### src/rtl/output_layer_mac.sv
// Ten-neuron output-layer multiply-accumulate.
// Each accepted sample x_in is multiplied by ten signed weights from w_bus and
// added into ten saturating accumulators. After N_INPUTS accepted samples the
// final sums are loaded into cell0..cell9, sat_flag reports whether any
// accumulator clamped during the frame, and cell_outputvalid pulses for one
// cycle while the accumulators clear.
module output_layer_mac #(
  parameter int N_INPUTS = 64,
  parameter int ACC_W    = 26
) (
  input  logic             clk,
  input  logic             GlobalReset,
  input  logic             Input_Valid,
  input  logic [7:0]       x_in,
  input  logic [79:0]      w_bus,
  output logic             in_ready,
  output logic [ACC_W-1:0] cell0,
  output logic [ACC_W-1:0] cell1,
  output logic [ACC_W-1:0] cell2,
  output logic [ACC_W-1:0] cell3,
  output logic [ACC_W-1:0] cell4,
  output logic [ACC_W-1:0] cell5,
  output logic [ACC_W-1:0] cell6,
  output logic [ACC_W-1:0] cell7,
  output logic [ACC_W-1:0] cell8,
  output logic [ACC_W-1:0] cell9,
  output logic             cell_outputvalid,
  output logic             sat_flag
);

  localparam int CNT_W = $clog2(N_INPUTS + 1);

  typedef enum logic [1:0] {
    S_IDLE  = 2'd0,
    S_ACCUM = 2'd1,
    S_DONE  = 2'd2
  } state_t;

  state_t           r_state;
  logic [CNT_W-1:0] r_count;
  logic [ACC_W-1:0] r_acc  [10];
  logic [ACC_W-1:0] r_cell [10];
  logic             r_valid;
  logic             r_sat_flag;
  logic             r_sat_track;
  logic             r_in_ready;

  logic [ACC_W-1:0] w_sum [10];
  logic [9:0]       w_ovf;
  logic             w_accept;
  logic             w_last;

  // in_ready is a flop that mirrors "state is not DONE", so a sample is taken
  // only when the FSM can use it.
  assign w_accept = Input_Valid && r_in_ready;
  assign w_last   = (r_count == CNT_W'(N_INPUTS - 1));

  genvar gi;
  generate
    for (gi = 0; gi < 10; gi++) begin : g_neuron
      logic signed [15:0]    w_prod;
      logic signed [ACC_W-1:0] w_prod_ext;
      logic        [ACC_W:0] w_wide;

      assign w_prod     = $signed(x_in) * $signed(w_bus[8*gi +: 8]);
      assign w_prod_ext = {{(ACC_W-16){w_prod[15]}}, w_prod};
      // One extra bit of headroom: disagreement of the top two bits means the
      // true sum left the ACC_W-bit signed range.
      assign w_wide     = {r_acc[gi][ACC_W-1], r_acc[gi]} + {w_prod_ext[ACC_W-1], w_prod_ext};
      assign w_ovf[gi]  = w_wide[ACC_W] ^ w_wide[ACC_W-1];

      // Clamp toward the sign of the true (wide) sum on overflow.
      always_comb begin
        w_sum[gi] = w_wide[ACC_W-1:0];
        if (w_ovf[gi]) begin
          if (w_wide[ACC_W]) begin
            w_sum[gi] = {1'b1, {(ACC_W-1){1'b0}}};
          end else begin
            w_sum[gi] = {1'b0, {(ACC_W-1){1'b1}}};
          end
        end
      end
    end
  endgenerate

  // Frame FSM: accumulate samples, publish results on the last one, then spend
  // one DONE cycle pulsing valid and clearing the accumulators.
  always_ff @(posedge clk or posedge GlobalReset) begin
    if (GlobalReset) begin
      r_state     <= S_IDLE;
      r_count     <= '0;
      r_valid     <= 1'b0;
      r_sat_flag  <= 1'b0;
      r_sat_track <= 1'b0;
      r_in_ready  <= 1'b1;
      for (int i = 0; i < 10; i++) begin
        r_acc[i]  <= '0;
        r_cell[i] <= '0;
      end
    end else begin
      r_valid <= 1'b0;
      case (r_state)
        S_IDLE, S_ACCUM: begin
          if (w_accept) begin
            for (int i = 0; i < 10; i++) begin
              r_acc[i] <= w_sum[i];
            end
            r_sat_track <= r_sat_track | (|w_ovf);
            if (w_last) begin
              for (int i = 0; i < 10; i++) begin
                r_cell[i] <= w_sum[i];
              end
              r_sat_flag <= r_sat_track | (|w_ovf);
              r_valid    <= 1'b1;
              r_in_ready <= 1'b0;
              r_count    <= '0;
              r_state    <= S_DONE;
            end else begin
              r_count <= r_count + 1'b1;
              r_state <= S_ACCUM;
            end
          end
        end
        S_DONE: begin
          for (int i = 0; i < 10; i++) begin
            r_acc[i] <= '0;
          end
          r_sat_track <= 1'b0;
          r_count     <= '0;
          r_in_ready  <= 1'b1;
          r_state     <= S_IDLE;
        end
        default: begin
          r_state    <= S_IDLE;
          r_in_ready <= 1'b1;
        end
      endcase
    end
  end

  assign in_ready         = r_in_ready;
  assign cell_outputvalid = r_valid;
  assign sat_flag         = r_sat_flag;
  assign cell0            = r_cell[0];
  assign cell1            = r_cell[1];
  assign cell2            = r_cell[2];
  assign cell3            = r_cell[3];
  assign cell4            = r_cell[4];
  assign cell5            = r_cell[5];
  assign cell6            = r_cell[6];
  assign cell7            = r_cell[7];
  assign cell8            = r_cell[8];
  assign cell9            = r_cell[9];

endmodule
### config.mk
export PLATFORM = sky130hd
export DESIGN_NAME = output_layer_mac
export DESIGN_NICKNAME = d
export VERILOG_FILES = /design/src/rtl/output_layer_mac.sv
export SDC_FILE = /design/constraint.sdc
export NUM_CORES = 2
export LEC_CHECK = 0
export ABC_AREA = 1
export BUFFER_PORTS_ARGS = -buffer_cell sky130_fd_sc_hd__buf_4
export CAP_MARGIN = 20
export CORE_ASPECT_RATIO = 0.75
export CORE_MARGIN = 3
export CORE_UTILIZATION = 30
export DETAILED_ROUTE_END_ITERATION = 12
export SLEW_MARGIN = 0
export SYNTH_ARGS = -nofsm -noshare
export SYNTH_HDL_FRONTEND = slang
export SYNTH_SLANG_ARGS = --single-unit
### constraint.sdc
create_clock -name clk -period 18 [get_ports clk]
set_input_delay 0.9 -clock clk [delete_from_list [all_inputs] [get_ports clk]]
set_output_delay 0.9 -clock clk [all_outputs]
set_load 0.05 [all_outputs]
# Word level (Yosys, flattened, before mapping)
# Cells that the tools add are included.
dict set report op_classes {
  n_addsub 11
  n_mul 10
  n_eq_ne 5
  muxes 36
  bitwise_logic 11
  reduce_logical 8
}
# cell n
set ops {}
lappend ops {{2-to-1 mux 26 bit} 20}
lappend ops {{case mux 260 bit (2 select lines)} 1}
lappend ops {{adder 26 x 16 -> 27 bit} 10}
lappend ops {{2-to-1 mux 260 bit} 1}
lappend ops {{multiplier 8 x 8 -> 16 bit} 10}
lappend ops {{2-to-1 mux 7 bit} 2}
lappend ops {{case mux 7 bit (2 select lines)} 1}
lappend ops {{OR reduction 10 bit} 1}
lappend ops {{bitwise XOR 1 bit} 10}
lappend ops {{adder 7 x 1 -> 7 bit (second input constant)} 1}
lappend ops {{equality test 7 x 6 -> 1 bit (second input constant)} 1}
lappend ops {{2-to-1 mux 1 bit} 7}
lappend ops {{2-to-1 mux 2 bit} 3}
lappend ops {{!= test 2 bit (second input constant)} 2}
lappend ops {{AND reduction 2 bit} 2}
lappend ops {{AND reduction 3 bit} 1}
lappend ops {{equality test 2 x 1 -> 1 bit (second input constant)} 1}
lappend ops {{equality test 2 bit (second input constant)} 1}
lappend ops {{logical NOT 2 bit} 1}
lappend ops {{case mux 1 bit (2 select lines)} 1}
lappend ops {{nonzero test 2 bit} 1}
lappend ops {{OR reduction 2 bit} 1}
lappend ops {{logical AND 1 bit} 1}
lappend ops {{OR 1 bit} 1}
dict set report word_totals {
  regBits 533
  output_inout_bits 263
  word_cells 107
}

# Logic depth before layout (Yosys ltp)
dict set report depth {
  depth_word 7
  mapped_depth 31
  ltp_nobuf 29
}

# Worst setup path before layout
# OpenSTA, ideal clock, no wires.
dict set report synth_timing {
  path_kind {input to register}
  from {input port x_in[7]}
  to {register r_acc[27] (netlist bit)}
  arrival_ns 6.313
  path_slack_ns 11.546
  path_stages 24
  n_path_buf 3
  path_cell_list {clkbuf_1 clkbuf_1 nand2_1 inv_1 fa_1 fa_1 inv_1 fa_1 inv_1 fa_1 fa_1 ha_1 or2_1 nand3b_1 nand2_1 nand3_1 nand3_1 nand2_1 nand2_1 nand2_4 inv_6 buf_6 a21oi_1 o22ai_1}
}
dict set report synth_via {
  elab_chain_cells 6
}
# item line
set synth_rtl {}
lappend synth_rtl {{from (decl)} 14} ;# input logic [7:0] x_in,
lappend synth_rtl {{multiplier 8 x 8 -> 16 bit (*)} 65} ;# assign w_prod = $signed(x_in) * $signed(w_bus[8*gi +: 8]);
lappend synth_rtl {{adder 26 x 16 -> 27 bit (*)} 69} ;# assign w_wide = {r_acc[gi][ACC_W-1], r_acc[gi]} + {w_prod_ext[ACC_W-1], w_prod_ext};
lappend synth_rtl {{2-to-1 mux 26 bit or bitwise XOR 1 bit (tied branches)} {76, 70}}
lappend synth_rtl {{2-to-1 mux 26 bit (*)} 75} ;# if (w_ovf[gi]) begin
lappend synth_rtl {{2-to-1 mux 260 bit (*)} 104} ;# if (w_accept) begin
lappend synth_rtl {{case mux 260 bit (2 select lines) (*)} 102} ;# case (r_state)
lappend synth_rtl {{to (signal, indexed assignment)} 106} ;# r_acc[i] <= w_sum[i];
lappend synth_rtl {{to (decl)} 41} ;# logic [ACC_W-1:0] r_acc [10];
# Every way passes the cells marked *; elsewhere a longest branch is shown, timed or not. The select of a mux whose other input is x is not followed.
# A chain may end at the register's enable or synchronous reset.

# Worst setup path after layout
dict set report layout_timing {
  from {input port x_in[7]}
  to {register r_sat_track}
}
dict set report layout_via {
  elab_chain_cells 7
}
# item line
set layout_rtl {}
lappend layout_rtl {{multiplier 8 x 8 -> 16 bit} 65}
lappend layout_rtl {{adder 26 x 16 -> 27 bit} 69}
lappend layout_rtl {{bitwise XOR 1 bit} 70} ;# assign w_ovf[gi] = w_wide[ACC_W] ^ w_wide[ACC_W-1];
lappend layout_rtl {{OR reduction 10 bit (*)} 108} ;# r_sat_track <= r_sat_track | (|w_ovf);
lappend layout_rtl {{OR 1 bit (*)} 108}
lappend layout_rtl {{2-to-1 mux 1 bit (*)} 104}
lappend layout_rtl {{case mux 1 bit (2 select lines) (*)} 102}
lappend layout_rtl {{to (signal assigned)} 108}
lappend layout_rtl {{to (decl)} 45} ;# logic r_sat_track;
# Marks and branches as above.

==> summary.md <==
| Metric | Value |
|---|---|
| # rows | 153 |
| Final number of hold-violating endpoints | 0 |
| Min Clock Period, post-route | 7550 ps |
| Fmax | 0.132 GHz |
| Crit path buf inv count | 3 |
| Total die area | 0.240 mm2 |
| Worst Path Max Fanout | 48 |
| Total CTS buffers | 71 |
| Slew headroom | 24.2% |
| First-pass GRT wire length | 333 mm |
| Most Used Layer, Global Route | met2 |
| Cells after Synth | 8331 |
| Core footprint | 0.232 mm2 |
| Vias | 53909 |
| CTS tree | built |
| Vias per inst | 4.61 |
| Critical-path cell list | buf_4, buf_4, nand2_1, fa_1, fa_1, inv_1, fa_1, fa_1, ha_1, ha_1, nand2_1, nor2_1, nand3_1, nor2_1, nand2_1, nand4_1, nand2_1, nand2_2, nand2_1, nor2_1, nand3_1, nor2_1, o21ai_0 |
| RSZ-0062 raised after global routing | false |
| Biggest register | r_acc |
| Hold bufs inserted after CTS | 0 |
| CTS Sinks | 533 |
| Top cell type's share of synthesized area | 33.1% |
| Critical path depth | 23 |
| Biggest area consumer among synthesized cells | fa_1 |
| HPWL after DPL | 165 mm |
| Grt met1 use | 25.1% |
| Post-synth EDFFs | 0 |
| Detailed Routing Iterations Pass 1 | 6 |
| Max Cap Viol | 0 |
| Critical Path Start Type | input port |
| Synth area leaders | fa_1, dfrtp_1, nand2_1 |
| Chip height | 425 um |
| Num ports | 354 |
| Fin. max-slew vios | 0 |
| Wire length per cell | 17.9 um |
| Synth warnings | 0 |
| Slowest stage delay, CP | 780 ps |
| Residual DRC count | 0 |
| Reg2Reg Depth | 19 |
| Total Wirelength | 209 mm |
| PostCTS Resize Cnt | 0 |
| Layout cell share with drive strength beyond 1 | 6.97% |
| DRT iter0 DRCs | 3965 |
| Count leader, synth | nand2_1 |
| H-Tree Depth | 3 |
| Latest clock arrival within the worst-skew pair | 690 ps |
| Final Cycle Share | 41.9% |
| Largest net degree at the start of global routing | 119 |
| Final setup viols | 0 |
| Synthesized flop and latch total | 533 |
| Crit path top cell by count | nand2_1 |
| Routed Antenna Nets | 0 |
| Worst-Margin Slew | 1140 ps |
| Outcome | finished clean |
| Avg Synthesized Cell Area | 8.43 um2 |
| Bufs on Longest Clock Path | 3 |
| Async set-or-reset flop fraction in the synthesized netlist | 100% |
| Grt total ovfl | 0 |
| Port bufs | 353 |
| Area grow syn2layout | 11.7% |
| NumNets Final | 10364 |
| Die Span X | 565 um |
| GP Congestion | 0.912 |
| CP arrival | 8090 ps |
| Synth unique cells | 46 |
| Worst Path Required | 18540 ps |
| Root buffer cell | clkbuf_16 |
| Min Hold Slack | 404 ps |
| Postcts setup bufs | 0 |
| Slowest cell on crit path | fa_1 |
| Final setup margin | 10450 ps |
| Number of global-route vias before repair | 56649 |
| Cell family with most CP delay | adder cells |
| Post-Syn Area | 0.0702 mm2 |
| Met2 usage | 27.8% |
| Worst hold path type | in2async |
| Syn nets | 10183 |
| Critical path capture point type | register |
| Pre-CTS setup slack | 9670 ps |
| Initial Util | 30.2% |
| Reg clk slew, reported paths | 70 ps |
| GRT Total Usage | 17.7% |
| Initial antenna violation count | 29 |
| Largest register FFs | 260 |
| Main synth FF type | dfrtp_1 |
| Met3 usage | 2.99% |
| Register area share after synthesis | 19.0% |
| Setup CP Type | in2reg |
| Skew final | 43.9 ps |
| Commonest cells post-synth | nand2_1, inv_1, fa_1 |
| Setup TNS | 0 ps |
==> per-layer routing <==
| metal | vias up | part of all wire, % |
|---|---|---|
| li1 | 25435 | - |
| met1 | 26982 | 47 |
| met2 | 1268 | 45 |
| met3 | 216 | 5.9 |
| met4 | 8 | 2.3 |
| met5 | - | 0.024 |
==> worst paths after layout <==
kind,start,end,slack (ps)
hold reg to reg,cell4[20],cell4[20],480
setup / recovery,x_in[7],r_sat_track,10450
setup reg to reg,r_acc[129],r_sat_track,12310
max in group asynchronous,GlobalReset,r_acc[204],15000
hold / removal,GlobalReset,r_acc[64],400
min in group clk,cell4[20],cell4[20],480
==> cells in the final DEF, fill, tap and decap left out, types with 120 or more instances in the layout <==
cell type,Yosys,layout
nand2_1,2237,2237
fa_1,1160,1160
ha_1,601,601
a21oi_1,357,357
dfrtp_1,532,532
xnor2_1,120,120
buf_4,6,390
o21ai_0,275,275
inv_1,1801,1799
nor2_1,296,294
==> worst reg2reg max path, stage by stage, from the launching register on <==
cell	delay (ps)
dfrtp_1	460
fa_1	600
inv_1	70
fa_1	510
fa_1	550
inv_1	50
fa_1	430
ha_1	300
ha_1	450
nand2_1	110
nor3_1	380
nand3_1	200
nand4_1	130
nand2_1	70
nand2_2	400
nand2_1	100
nor2_1	410
nand3_1	120
nor2_1	150
o21ai_0	90
==> cell families (layout without fill, tap and decap cells) <==
kind of cell	after synthesis	after routing	synth area share [%]
simple gates	2790	2790	15.8
buf+inv	2113	2351	11.7
fa+ha+maj	1761	1761	43.8
compound gates	924	924	7.15
flops	533	533	19.0
xor+xnor	210	210	2.62
other cells	0	16	0
==> metrics by stage <==
stage / area, um2 / instances / util [%]
finish: 78500 / 11685 / 33.8
global route: 78400 / 11677 / 33.8
CTS: 78400 / 11668 / 33.7
detailed placement: 75900 / 11538 / 32.7
global placement: 75700 / 11531 / 32.6
floorplan: 70200 / 8331 / -
==> cell type report <==
cell class,count,area (um2)
diodes,16,40.0
clock buffers,86,1890
clock inverters,44,612
fillers,24204,154000
inverters,1822,6870
multi-input cells,5685,48700
flip-flops and latches,533,13300
well taps,3100,3880
repair buffers,399,3130
Power is left out: the tool's default activity adds up to more than one toggle a clock period on the data nets, which glitch-free logic cannot reach.
